==> config.mk <==
export PLATFORM = sky130hd
export DESIGN_NAME = lfsr_word_gen
export DESIGN_NICKNAME = d
export VERILOG_FILES = /design/src/rtl/lfsr_word_gen.sv
export SDC_FILE = /design/constraint.sdc
export NUM_CORES = 1
export LEC_CHECK = 0
export BUFFER_PORTS_ARGS = -buffer_cell sky130_fd_sc_hd__buf_4
export CAP_MARGIN = 15
export CELL_PAD_IN_SITES_DETAIL_PLACEMENT = 1
export CELL_PAD_IN_SITES_GLOBAL_PLACEMENT = 1
export CORE_ASPECT_RATIO = 1.75
export CORE_UTILIZATION = 40
export DETAILED_ROUTE_END_ITERATION = 12
export PLACE_DENSITY_LB_ADDON = 0.12
export SLEW_MARGIN = 20
export SYNTH_ARGS = -nofsm -noshare
export SYNTH_HDL_FRONTEND = slang
export SYNTH_SLANG_ARGS = --single-unit
export TNS_END_PERCENT = 100
==> constraint.sdc <==
create_clock -name clk_i -period 4 [get_ports clk_i]
set_input_delay 0.4 -clock clk_i [delete_from_list [all_inputs] [get_ports clk_i]]
set_output_delay 0.4 -clock clk_i [all_outputs]
set_load 0.1 [all_outputs]
==> src/rtl/lfsr_word_gen.sv <==
// lfsr_word_gen: Fibonacci LFSR that packs OUT_W fresh feedback bits into a word on a valid/ready handshake
//   clk_i, rst_ni            clock, asynchronous active-low reset
//   en_i                     step enable (FILL only)
//   seed_valid_i, seed_i     run-time seed load; a zero seed is replaced by SEED
//   word_o, word_valid_o     random word and its valid flag
//   word_ready_i             consumer accepts the word
//   state_o                  current LFSR state
module lfsr_word_gen #(
    parameter int               WIDTH = 16,
    parameter logic [WIDTH-1:0] TAPS  = 16'hB400,
    parameter logic [WIDTH-1:0] SEED  = 16'hACE1,
    parameter int               OUT_W = 8
) (
    input  logic             clk_i,
    input  logic             rst_ni,
    input  logic             en_i,
    input  logic             seed_valid_i,
    input  logic [WIDTH-1:0] seed_i,
    output logic [OUT_W-1:0] word_o,
    output logic             word_valid_o,
    input  logic             word_ready_i,
    output logic [WIDTH-1:0] state_o
);
    localparam int CW = $clog2(OUT_W + 1);

    typedef enum logic {FILL, VALID} fsm_t;

    fsm_t             fsm_q, fsm_d;
    logic [WIDTH-1:0] lfsr_q, lfsr_d, lfsr_step;
    logic [CW-1:0]    cnt_q, cnt_d;
    logic [OUT_W-1:0] word_q, word_d;
    logic             last;

    assign lfsr_step = {lfsr_q[WIDTH-2:0], ^(lfsr_q & TAPS)};
    assign last      = cnt_q == CW'(OUT_W - 1);

    // Seed load overrides everything, including a coinciding handshake;
    // the word in flight is dropped either way since valid falls.
    always_comb begin
        fsm_d  = fsm_q;
        lfsr_d = lfsr_q;
        cnt_d  = cnt_q;
        word_d = word_q;
        if (seed_valid_i) begin
            lfsr_d = (seed_i == '0) ? SEED : seed_i;
            fsm_d  = FILL;
            cnt_d  = '0;
        end else if (fsm_q == VALID) begin
            fsm_d = word_ready_i ? FILL : VALID;
        end else if (en_i) begin
            lfsr_d = lfsr_step;
            cnt_d  = last ? '0 : cnt_q + CW'(1);
            fsm_d  = last ? VALID : FILL;
            word_d = last ? lfsr_step[OUT_W-1:0] : word_q;
        end
    end

    always_ff @(posedge clk_i or negedge rst_ni) begin
        if (!rst_ni) begin
            fsm_q  <= FILL;
            lfsr_q <= SEED;
            cnt_q  <= '0;
            word_q <= '0;
        end else begin
            fsm_q  <= fsm_d;
            lfsr_q <= lfsr_d;
            cnt_q  <= cnt_d;
            word_q <= word_d;
        end
    end

    assign word_o       = word_q;
    assign word_valid_o = fsm_q == VALID;
    assign state_o      = lfsr_q;
endmodule

## Word-level counts from Yosys, hierarchy flattened

Index checks and enable logic that the tools add are counted.

| cells by class | value |
|---|---|
| mux-type cells | 13 |
| multipliers | 0 |
| reduce and logical (&&, ||, !) cells | 5 |
| divide/modulo/power cells | 0 |
| equal/unequal tests | 2 |
| magnitude comparators | 0 |
| $add $sub $neg | 1 |
| shift-type cells | 0 |
| bitwise logic cells | 2 |

Operator list:

| cell | number |
|---|---|
| $mux W16 | 4 |
| $logic_not A16 Y1 | 1 |
| $mux W4 | 4 |
| $reduce_xor A16 Y1 | 1 |
| $mux W1 | 5 |
| $add A4 B1 Y4 const B | 1 |
| $eq A4 B3 Y1 const B | 1 |
| $reduce_and A4 Y1 | 1 |
| $ne A2 B2 Y1 const B | 1 |
| $not A1 Y1 | 2 |
| $reduce_and A2 Y1 | 1 |
| $reduce_bool A2 Y1 | 1 |

| storage, ports and cells | value |
|---|---|
| logic and storage cells | 27 |
| output and inout port bits | 25 |
| memories | 0 |
| input port bits | 21 |
| register bits after elaboration | 29 |
| latch bits | 0 |
| ROM bits | 0 |
| RAM bits | 0 |

## Longest topological paths before layout

Gate-level depths: netlist of run 1.

| logic depth | value |
|---|---|
| depth after elaboration | 5 |
| mapped depth | 5 |
| gate-level depth less buffers | 4 |

## Worst setup path after synthesis of run 1

OpenSTA, ideal clock, no wires.

| timing | value |
|---|---|
| path kind | reg2reg |
| from | reg fsm_q, in the netlist word_valid_o |
| to | reg word_q[0], in the netlist word_o[0] |
| cell stages (with the launch flop) | 6 |
| buffers on the path | 1 |
| setup slack | 1.867 ns |
| required time | 3.875 ns |
| library setup time | 0.125 ns |
| data arrival time | 2.008 ns |
| clock period less this slack | 2.133 ns |
| path through | dfrtp_1 nor2b_2 nand2_1 or4b_1 buf_6 mux2_4 |

| between the ends | value |
|---|---|
| longest elaborated chain between the ends | 2 |

RTL lines:

| what | RTL line | RTL |
|---|---|---|
| start, declared | 28 | `fsm_t fsm_q, fsm_d;` |
| start signal, assigned | 65 | `fsm_q <= fsm_d;` |
| $not A1 Y1 (no line) | n/a |  |
| $reduce_and A4 Y1 (no line) | n/a |  |
| end signal, assigned | 68 | `word_q <= word_d;` |
| end, declared | 31 | `logic [OUT_W-1:0] word_q, word_d;` |

No other way between the ends.
A chain may end at the register's enable or synchronous reset.

## Worst setup path in the final report of run 1

| timing | value |
|---|---|
| from | reg fsm_q, in the netlist word_valid_o |
| to | reg word_q[2], in the netlist word_o[2] |

The elaborated chain is that of the path after synthesis.

==> results.yml, run 1 <==
timing:
  finalSetupTns_ns: 0
  clock_skew_ns: 0.00875
  rsz0062_at_grt: "false"
  final.min_clock_period_ns: 2.26
  fmax_ghz: 0.443
  maxSlewViolCount: 0
  setup_violations: 0
  finalCritPeriodShare_pct: 56.4
  hold_viol: 0
  worstMarginPinSlew_ns: 0.528
  relSlewSlack_pct: 64.8
drt:
  drc: 0
  via_per_inst: 5.13
  drt-pass1-iter-count: 3
  routedWlPerCell_um: 15.9
  wl_mm: 3.26
  num_vias: 1051
  ant_nets: 0
  drtIter0Drc: 18
global_route:
  grtUsageMet2_pct: 29.5
  grt_max_degree: 33
  grt_pass1_wl_mm: 5.31
  gr-total-overflow: 0
  antenna_found_initial: 0
  grt_usage_pct: 18.9
  use_met1_pct: 22.0
  grt_pass1_vias: 1105
  busiest_layer: "met2"
  grtUsageMet3_pct: 5.43
worst_setup_path:
  r2r-start: "word_valid_o$_DFF_PN0_"
  rr_worst_depth: 5
  worstSetupEndpointType: "flip-flop"
  crit_arrival_ns: 2.42
  critPathLaunchType: "flip-flop"
  worstSetupPathType: "flip-flop to flip-flop"
  r2r-end: "word_o[2]$_DFFE_PN0P_"
  rrSetupSlack_ns: 1.74
  worstPathRequired_ns: 4.16
  startpoint: "word_valid_o$_DFF_PN0_"
  cp_max_fo: 20
synthesis:
  yosys_most_used_dff: "dfrtp_1"
  synthCells: 126
  yosysTopAreaCellShare_pct: 35.1
  async_flop_share_pct: 100
  synth_cell_types: 26
  yosysTopAreaCell: "dfrtp_1"
  syn_avg_cell_area_sq_um: 11.9
  synth_edf_count: 0
  synth_nets: 148
  ys_warn_count: 0
  synth_area_leaders: "dfrtp_1, dfstp_2, mux2_4"
  synth-seq-area-share_pct: 49.2
  netlist_area_sq_um: 1500
  ys_seq_elements: 29
  synth.most_common_cell: "dfrtp_1"
  synth_common_cells: "dfrtp_1, buf_4, mux2i_1, o21ai_0, nand2_1"
layout:
  final_area_sq_um: 1850
  diodes: 0
  multi_input_area_sq_um: 611
  fillCellCount: 385
  fin_nets: 180
  drive_gt1_share_pct: 49.1
  area_delta_synth_final_pct: 24.0
  seq_area_sq_um: 736
power:
  p_leak_uw: 0.000908
  pwr_density_cell_nw_per_um2: 464
  ir_worst_vdd_mv: 0.278
placed_design:
  gp_congestion: 0.661
  portBuffers: 45
  placed_cell_area_sq_um: 1750
  hpwl_mm: 2.34
floorplanning:
  ios: 46
  chipWidth_um: 48.2
  fp.dieH_um: 82.9
  start_util_pct: 41.6
  die_area_sq_um: 4000
  core_area_sq_um: 3590
  row_count: 29
clocking:
  ctsHoldBuffers: 0
  cts.sinks: 29
  cts_buffer_depth: 2
  cts_root_buf: "clkbuf_8"
  clk_pin_slew_ns: 0.07
  cts_buffers: 5
  cts_setup_buffers: 0
  clk_latency_ns: 0.28
  cts_resized: 0
  htree_levels: 2
  cts_tree: "yes"
outcome:
  status: "finished clean"
flow_run:
  cap_viol_max_count: 0
hold_path:
  hp-class: "input pin to async pin"
## flip-flops by register name, summed over array words and instances (netlist names)
name	flops
state_o	16
word_valid_o	1
cnt_q	4
word_o	8
## metal layers
| layer | routed length [um] | vias to the layer above | part of all wire (%) |
|---|---|---|---|
| met4 | 104 | 0 | 3.2 |
| met2 | 1780 | 34 | 55 |
| met5 | 0 | - | 0 |
| li1 | - | 493 | - |
| met1 | 1230 | 512 | 38 |
| met3 | 141 | 12 | 4.3 |
## per-stage QoR
stage	hold slack, ns	power, uW	util [%]	setup WS (ns)	std cells
floorplan	0.104	559	-	1.87	126
global placement	0.342	600	48.8	1.71	197
detailed placement	0.349	603	48.8	1.65	197
CTS	0.0404	872	51.6	1.72	205
global route	0.0552	896	51.6	1.64	205
finish	0.0276	861	51.6	1.74	205
## area by class of cell
| class | instances | share of cell area (%) |
|---|---|---|
| Clock buffer | 7 | 5.20 |
| Clock inverter | 1 | 0.270 |
| Inverter | 1 | 0.202 |
| Multi-Input combinational cell | 75 | 32.9 |
| Sequential cell | 29 | 39.7 |
| Tap cell | 46 | 3.10 |
| Timing Repair Buffer | 46 | 18.6 |
## power breakdown
part | switching, uW | internal, uW
Combinational | 184 | 69.1
Sequential | 21.1 | 321
Clock | 110 | 155
## logic make-up after synthesis
| group | synth area share, % |
|---|---|
| XOR/XNOR | 2.34 |
| AND/OR/NAND/NOR | 8.45 |
| flip-flops | 49.2 |
| multiplexers | 20.7 |
| AO/OA/AOI/OAI | 8.54 |
| adder cells (fa/ha/maj) | 0.837 |
| buffers and inverters | 9.96 |
## cells in the final DEF, fill, tap and decap left out, drive strengths merged, types with 2 or more instances in the layout
cell type and n:
nand2 10, buf 46, nand2b 2, o22a 7
nor2 3, xnor2 2, o21ai 11, mux2i 11
dfrtp 21, nor4 4, mux2 15, dfstp 8
xor2 2, clkbuf 7
## critical path, cell delays in order (launching register included)
cell and delay [ns]:
dfrtp_1 0.40, nor2b_2 0.12, buf_4 0.30, nand2_1 0.13, or4b_1 0.79, mux2_4 0.39
## worst max-delay path by stage
stage | endpoint | slack (ns) | cells past startpoint
6_report | word_o[2]$_DFFE_PN0P_ | 1.74 | 5
3_5_place_dp | word_o[2]$_DFFE_PN0P_ | 1.65 | 6
4_1_cts | word_o[2]$_DFFE_PN0P_ | 1.72 | 5
2_1_floorplan | word_o[0]$_DFFE_PN0P_ | 1.87 | 5
3_3_place_gp | word_o[0]$_DFFE_PN0P_ | 1.71 | 6
5_1_grt | word_o[1]$_DFFE_PN0P_ | 1.64 | 5
Power figures use the tool's default switching activity.
==> run 2: changes to the inputs <==
--- a/config.mk
+++ b/config.mk
@@ -10,7 +10,7 @@
 export CELL_PAD_IN_SITES_DETAIL_PLACEMENT = 1
 export CELL_PAD_IN_SITES_GLOBAL_PLACEMENT = 1
 export CORE_ASPECT_RATIO = 1.75
-export CORE_UTILIZATION = 40
+export CORE_UTILIZATION = 35
 export DETAILED_ROUTE_END_ITERATION = 12
 export PLACE_DENSITY_LB_ADDON = 0.12
 export SLEW_MARGIN = 20
==> constraint.sdc (replaced) <==
create_clock -name clk_i -period 1.9 [get_ports clk_i]
set_input_delay 0.19 -clock clk_i [delete_from_list [all_inputs] [get_ports clk_i]]
set_output_delay 0.19 -clock clk_i [all_outputs]
set_load 0.1 [all_outputs]
==> run 2 against run 1 <==
Effect of this change: maximum frequency rose by 23%; via count rose by 0.57%; hold slack improved by 0.084 ns; sequential share of layout area fell by 0.28 points; clock skew fell by 0.0026 ns; sequential power rose by 110%; critical path depth did not move; core utilization fell by 6.0 points; setup slack got worse by 1.7 ns; largest cell class unchanged; largest power group unchanged.
==> results.yml, run 2 (synthesis gave the netlist of run 1 again) <==
power:
  p_clk_share_pct: 27.5
  seq_power_share_pct: 41.6
  p_switching_uw: 656
  p_comb_share_pct: 30.9
  p_int_uw: 1080
  netSwitchingFraction_pct: 37.8
  total_power_uw: 1730
  p_leak_uw: 0.000916
  pwr_density_cell_nw_per_um2: 924
  ir_worst_vdd_mv: 0.533
placed_design:
  post-place-cells: 202
  place_ws_ns: 0.0186
  gp_congestion: 0.639
  portBuffers: 45
  hpwl_mm: 2.53
flow_run:
  cap_viol_max_count: 0
clocking:
  cts_tree: "yes"
  cts_buffers: 5
  cts.sinks: 29
  htree_levels: 2
  cts_buffer_depth: 2
  cts_root_buf: "clkbuf_8"
  cts_setup_buffers: 0
  clk_pin_slew_ns: 0.06
  clk_latency_ns: 0.28
floorplanning:
  row_count: 31
  chipWidth_um: 51.4
  fp.dieH_um: 88.5
  ios: 46
  die_area_sq_um: 4550
  core_area_sq_um: 4110
  start_util_pct: 36.4
timing:
  setup_violations: 0
  relSlewSlack_pct: 75.3
  clock_skew_ns: 0.00613
  maxSlewViolCount: 0
  hold_viol: 0
  finalCritPeriodShare_pct: 96.8
  fmax_ghz: 0.544
  rsz0062_at_grt: "false"
  timing.hold.ws_ns: 0.111
  worstMarginPinSlew_ns: 0.371
  final.min_clock_period_ns: 1.84
  fin_ws_ns: 0.0616
drt:
  drc: 0
  drtIter0Drc: 10
  ant_nets: 0
  routedWlPerCell_um: 15.7
  via_per_inst: 5.01
  wl_mm: 3.32
  drt-pass1-iter-count: 3
  num_vias: 1057
global_route:
  gr-total-overflow: 0
  antenna_found_initial: 0
  grt_max_degree: 32
  grt_usage_pct: 16.6
  grt_pass1_wl_mm: 5.40
  grt_pass1_vias: 1126
layout:
  finalNonFillerCells: 211
  multi_input_area_sq_um: 616
  seq_area_sq_um: 739
  diodes: 0
  area_delta_synth_final_pct: 25.5
  final_cell_mix: "buf_4, dfrtp_1, o21ai_0, mux2i_1, nand2_1"
  largest_register_ffs: 16
  fin_nets: 183
  final_common_cell: "buf_4"
  fillCellCount: 471
  drive_gt1_share_pct: 49.4
worst_setup_path:
  worstSetupPathType: "flip-flop to flip-flop"
  cp_max_fo: 9
  crit_arrival_ns: 2.00
  worstPathRequired_ns: 2.06
  critPathLaunchType: "flip-flop"
  rrSetupSlack_ns: 0.06
  worstSetupEndpointType: "flip-flop"
outcome:
  status: "finished clean"
hold_path:
  hp-class: "input pin to flip-flop"
-- run 2: changes by cell type in the layout (fill, tap and decap cells not counted), sizes merged --
cell / delta
clkinv: +1
dlygate4sd3: +1
buf: +2
clkbuf: -1
-- run 2: power groups by stage --
stage / combinational [uW] / sequential [uW] / clock [uW]
global placement: 536 / 731 / 0
finish: 536 / 720 / 477
CTS: 541 / 723 / 495
floorplan: 437 / 740 / 0
detailed placement: 540 / 733 / 0
global route: 565 / 727 / 519
-- run 2: what timing repair did --
item | in CTS | in global routing
hold buffers | 1 | 0
endpoints found under the setup margin | 0 | 8
hold endpoints to repair | 21 | 0
gates resized for setup | 0 | 2
-- run 2: worst paths after layout --
path | from | endpoint | depth (start not counted)
worst max-delay path | word_valid_o$_DFF_PN0_ | word_o[4]$_DFFE_PN0P_ | 5
worst min-delay path | word_ready_i | word_valid_o$_DFF_PN0_ | 2
worst max register to register | word_valid_o$_DFF_PN0_ | word_o[4]$_DFFE_PN0P_ | 5
worst min register to register | word_o[3]$_DFFE_PN0P_ | word_o[3]$_DFFE_PN0P_ | 1
max in group asynchronous | rst_ni | state_o[6]$_DFFE_PN1P_ | 2
min in group asynchronous | rst_ni | word_o[5]$_DFFE_PN0P_ | 2
-- run 2: through the flow --
stage / setup TNS, ns / instance area (sq um) / utilization [%]
6_report: 0 / 1880 / 45.6
3_3_place_gp: 0 / 1780 / 43.2
2_1_floorplan: -0.160 / 1500 / -
5_1_grt: 0 / 1880 / 45.6
3_5_place_dp: 0 / 1780 / 43.2
4_1_cts: 0 / 1870 / 45.4
-- run 2: worst max-delay path, stage by stage (launching register included) --
cell and delay (ns):
dfrtp_4 0.49, nor2b_4 0.13, nand2_1 0.08, or4b_1 0.53, buf_6 0.18, mux2_4 0.30
-- run 2: final cells by class --
type,instances,share of cell area [%]
well taps,49,3.27
clock inverters,2,0.533
inverters,1,0.200
repair buffers,49,19.9
flip-flops and latches,29,39.4
clock buffers,6,3.87
multi-input cells,75,32.8
-- run 2: layer usage --
metal  track usage, %  wire, um  vias to the layer above
met4             7.37        60                        0
met2             30.3      1920                       29
met3             4.30       129                        5
met1             17.2      1220                      525
met5                0         0                        -
li1                 -         -                      498
==> run 3: changes to the inputs <==
--- a/config.mk
+++ b/config.mk
@@ -5,12 +5,13 @@
 export SDC_FILE = /design/constraint.sdc
 export NUM_CORES = 1
 export LEC_CHECK = 0
+export ABC_AREA = 1
 export BUFFER_PORTS_ARGS = -buffer_cell sky130_fd_sc_hd__buf_4
 export CAP_MARGIN = 15
 export CELL_PAD_IN_SITES_DETAIL_PLACEMENT = 1
 export CELL_PAD_IN_SITES_GLOBAL_PLACEMENT = 1
 export CORE_ASPECT_RATIO = 1.75
-export CORE_UTILIZATION = 35
+export CORE_UTILIZATION = 33
 export DETAILED_ROUTE_END_ITERATION = 12
 export PLACE_DENSITY_LB_ADDON = 0.12
 export SLEW_MARGIN = 20
==> run 3 against run 2 <==
Effect of this change: clock skew decreased by 0.0020 ns; hold slack got worse by 0.037 ns; non-clock buffer count down 3; critical endpoint is now word_o[3]$_DFFE_PN0P_; largest cell class unchanged; highest routed layer unchanged.
==> results.yml, run 3 <==
global_route:
  gr-total-overflow: 0
  busiest_layer: "met2"
  grt_usage_pct: 19.4
  grt_max_degree: 30
  grt_pass1_wl_mm: 7.07
  grtUsageMet3_pct: 4.53
  antenna_found_initial: 0
  grt_pass1_vias: 1500
  use_met1_pct: 22.3
  grtUsageMet2_pct: 33.4
synthesis:
  synth_cell_types: 28
  synth_edf_count: 0
  async_flop_share_pct: 100
  synth-xor-area-share_pct: 1.10
  yosys_most_used_dff: "dfrtp_1"
  synth.most_common_cell: "nand2_1"
  synth-compound-area-share_pct: 15.5
  synth_top_family_by_area: "simple AND/OR/NAND/NOR gates"
  yosysTopAreaCellShare_pct: 33.0
  synth-seq-area-share_pct: 46.2
  yosysTopAreaCell: "dfrtp_1"
  yosys.area_share.simple_pct: 21.5
  netlist_area_sq_um: 1590
  synth_common_cells: "nand2_1, nor2_1, dfrtp_1"
  syn_avg_cell_area_sq_um: 8.04
  synthCells: 198
  ys_warn_count: 0
  synth_fa_ha_area_share_pct: 0.786
  synthMuxAreaShare_pct: 0
  ys_seq_elements: 29
  synth_nets: 220
  synth_area_leaders: "dfrtp_1, dfstp_2, nand2_1"
layout:
  final_cell_mix: "nand2_1, buf_4, nor2_1, dfrtp_1, inv_1"
  finalNonFillerCells: 281
  final_common_cell: "nand2_1"
  area_delta_synth_final_pct: 21.1
  drive_gt1_share_pct: 31.0
  final_core_util_pct: 41.3
  diodes: 0
  fin_nets: 251
  largest_register_ffs: 16
timing:
  rsz0062_at_grt: "false"
  maxSlewViolCount: 0
  fmax_ghz: 0.662
  relSlewSlack_pct: 74.1
  finalSetupTns_ns: 0
  worstMarginPinSlew_ns: 0.389
  hold_viol: 0
  clock_skew_ns: 0.00412
  final.min_clock_period_ns: 1.51
  setup_violations: 0
  timing.hold.ws_ns: 0.0737
  finalCritPeriodShare_pct: 79.5
floorplanning:
  chipWidth_um: 54.5
  row_count: 33
  start_util_pct: 34.1
  core_area_sq_um: 4670
  fp.dieH_um: 93.9
  ios: 46
  die_area_sq_um: 5120
drt:
  drtIter0Drc: 20
  via_per_inst: 4.90
  drt-pass1-iter-count: 4
  num_vias: 1376
  drc: 0
  routedWlPerCell_um: 15.1
  ant_nets: 0
  wl_mm: 4.24
placed_design:
  portBuffers: 45
  hpwl_mm: 3.12
  gp_congestion: 0.752
  post-place-cells: 273
clocking:
  cts_setup_buffers: 0
  cts_resized: 0
  cts_buffers: 5
  cts_tree: "yes"
  cts.sinks: 29
  htree_levels: 2
  cts_root_buf: "clkbuf_8"
  cts_buffer_depth: 2
  clk_latency_ns: 0.28
  ctsHoldBuffers: 1
  clk_pin_slew_ns: 0.06
worst_setup_path:
  crit_arrival_ns: 1.66
  worstSetupEndpointType: "flip-flop"
  slowest_stage: "dfrtp_1"
  worstSetupPathType: "flip-flop to flip-flop"
  cp_max_fo: 16
  crit_top_cell: "nand2_2"
  path_cells: "inv_2, nand2_2, nor2_4, nand2_2, nand2_1, o21ai_1"
  worstPathRequired_ns: 2.05
  cpPeakStageDelay_ns: 0.40
  critPathLaunchType: "flip-flop"
flow_run:
  cap_viol_max_count: 0
outcome:
  status: "finished clean"
power:
  pwr_density_cell_nw_per_um2: 937
  p_leak_uw: 0.000981
  ir_worst_vdd_mv: 0.461
hold_path:
  hp-class: "input pin to flip-flop"
[run 3: final cells by class]
type / count / area (sq um)
Clock buffer: 7 / 86.3
Fill cell: 610 / 2740
Inverter: 20 / 75.1
Multi-Input combinational cell: 127 / 618
Sequential cell: 29 / 736
Tap cell: 52 / 65.1
Timing Repair Buffer: 46 / 348
[run 3: power by group]
group | total (uW) | leakage, uW | internal, uW | switching (uW)
Sequential | 715 | 0.000359 | 677 | 38.1
Clock | 520 | 0.0000443 | 287 | 233
Combinational | 572 | 0.000578 | 133 | 440
Total | 1810 | 0.000981 | 1100 | 711
[run 3: per-layer routing]
layer / vias up / part of all wire, % / routed length, um
met3: 8 / 4.4 / 188
li1: 669 / - / -
met5: - / 0 / 0
met1: 660 / 39 / 1660
met2: 39 / 54 / 2300
met4: 0 / 2.2 / 94
[run 3: through the flow]
stage	area [sq um]	setup slack, ns	total power [uW]
floorplan	1590	0.184	1200
global route	1930	0.282	1900
global placement	1830	0.476	1290
CTS	1930	0.374	1840
finish	1930	0.390	1810
detailed placement	1830	0.399	1300
[run 3: final timing paths]
check | startpoint | to | slack [ns] | cells past startpoint
setup reg to reg | word_valid_o$_DFF_PN0_ | word_o[3]$_DFFE_PN0P_ | 0.39 | 6
hold reg to reg | state_o[0]$_DFFE_PN1P_ | state_o[0]$_DFFE_PN1P_ | 0.48 | 2
min in group asynchronous | rst_ni | word_o[5]$_DFFE_PN0P_ | 0.38 | 2
hold / removal | word_ready_i | word_valid_o$_DFF_PN0_ | 0.07 | 2
setup / recovery | word_valid_o$_DFF_PN0_ | word_o[3]$_DFFE_PN0P_ | 0.39 | 6
max in group asynchronous | rst_ni | state_o[10]$_DFFE_PN1P_ | 1.20 | 2
[run 3: kinds of logic (layout without fill, tap and decap cells)]
kind of cell	count (synthesis)	in the layout
buffers and inverters	42	73
adders and majority gates	1	1
DFF	29	29
and+or+nand+nor	84	84
xor gates and xnor gates	2	2
AOI/OAI and AO/OA	40	40
[run 3: critical path: cells and delay by family, from the launching register on]
family | cells | cell delay [ns]
flops | 1 | 0.40
simple gates | 4 | 0.83
buf+inv | 1 | 0.07
compound gates | 1 | 0.08
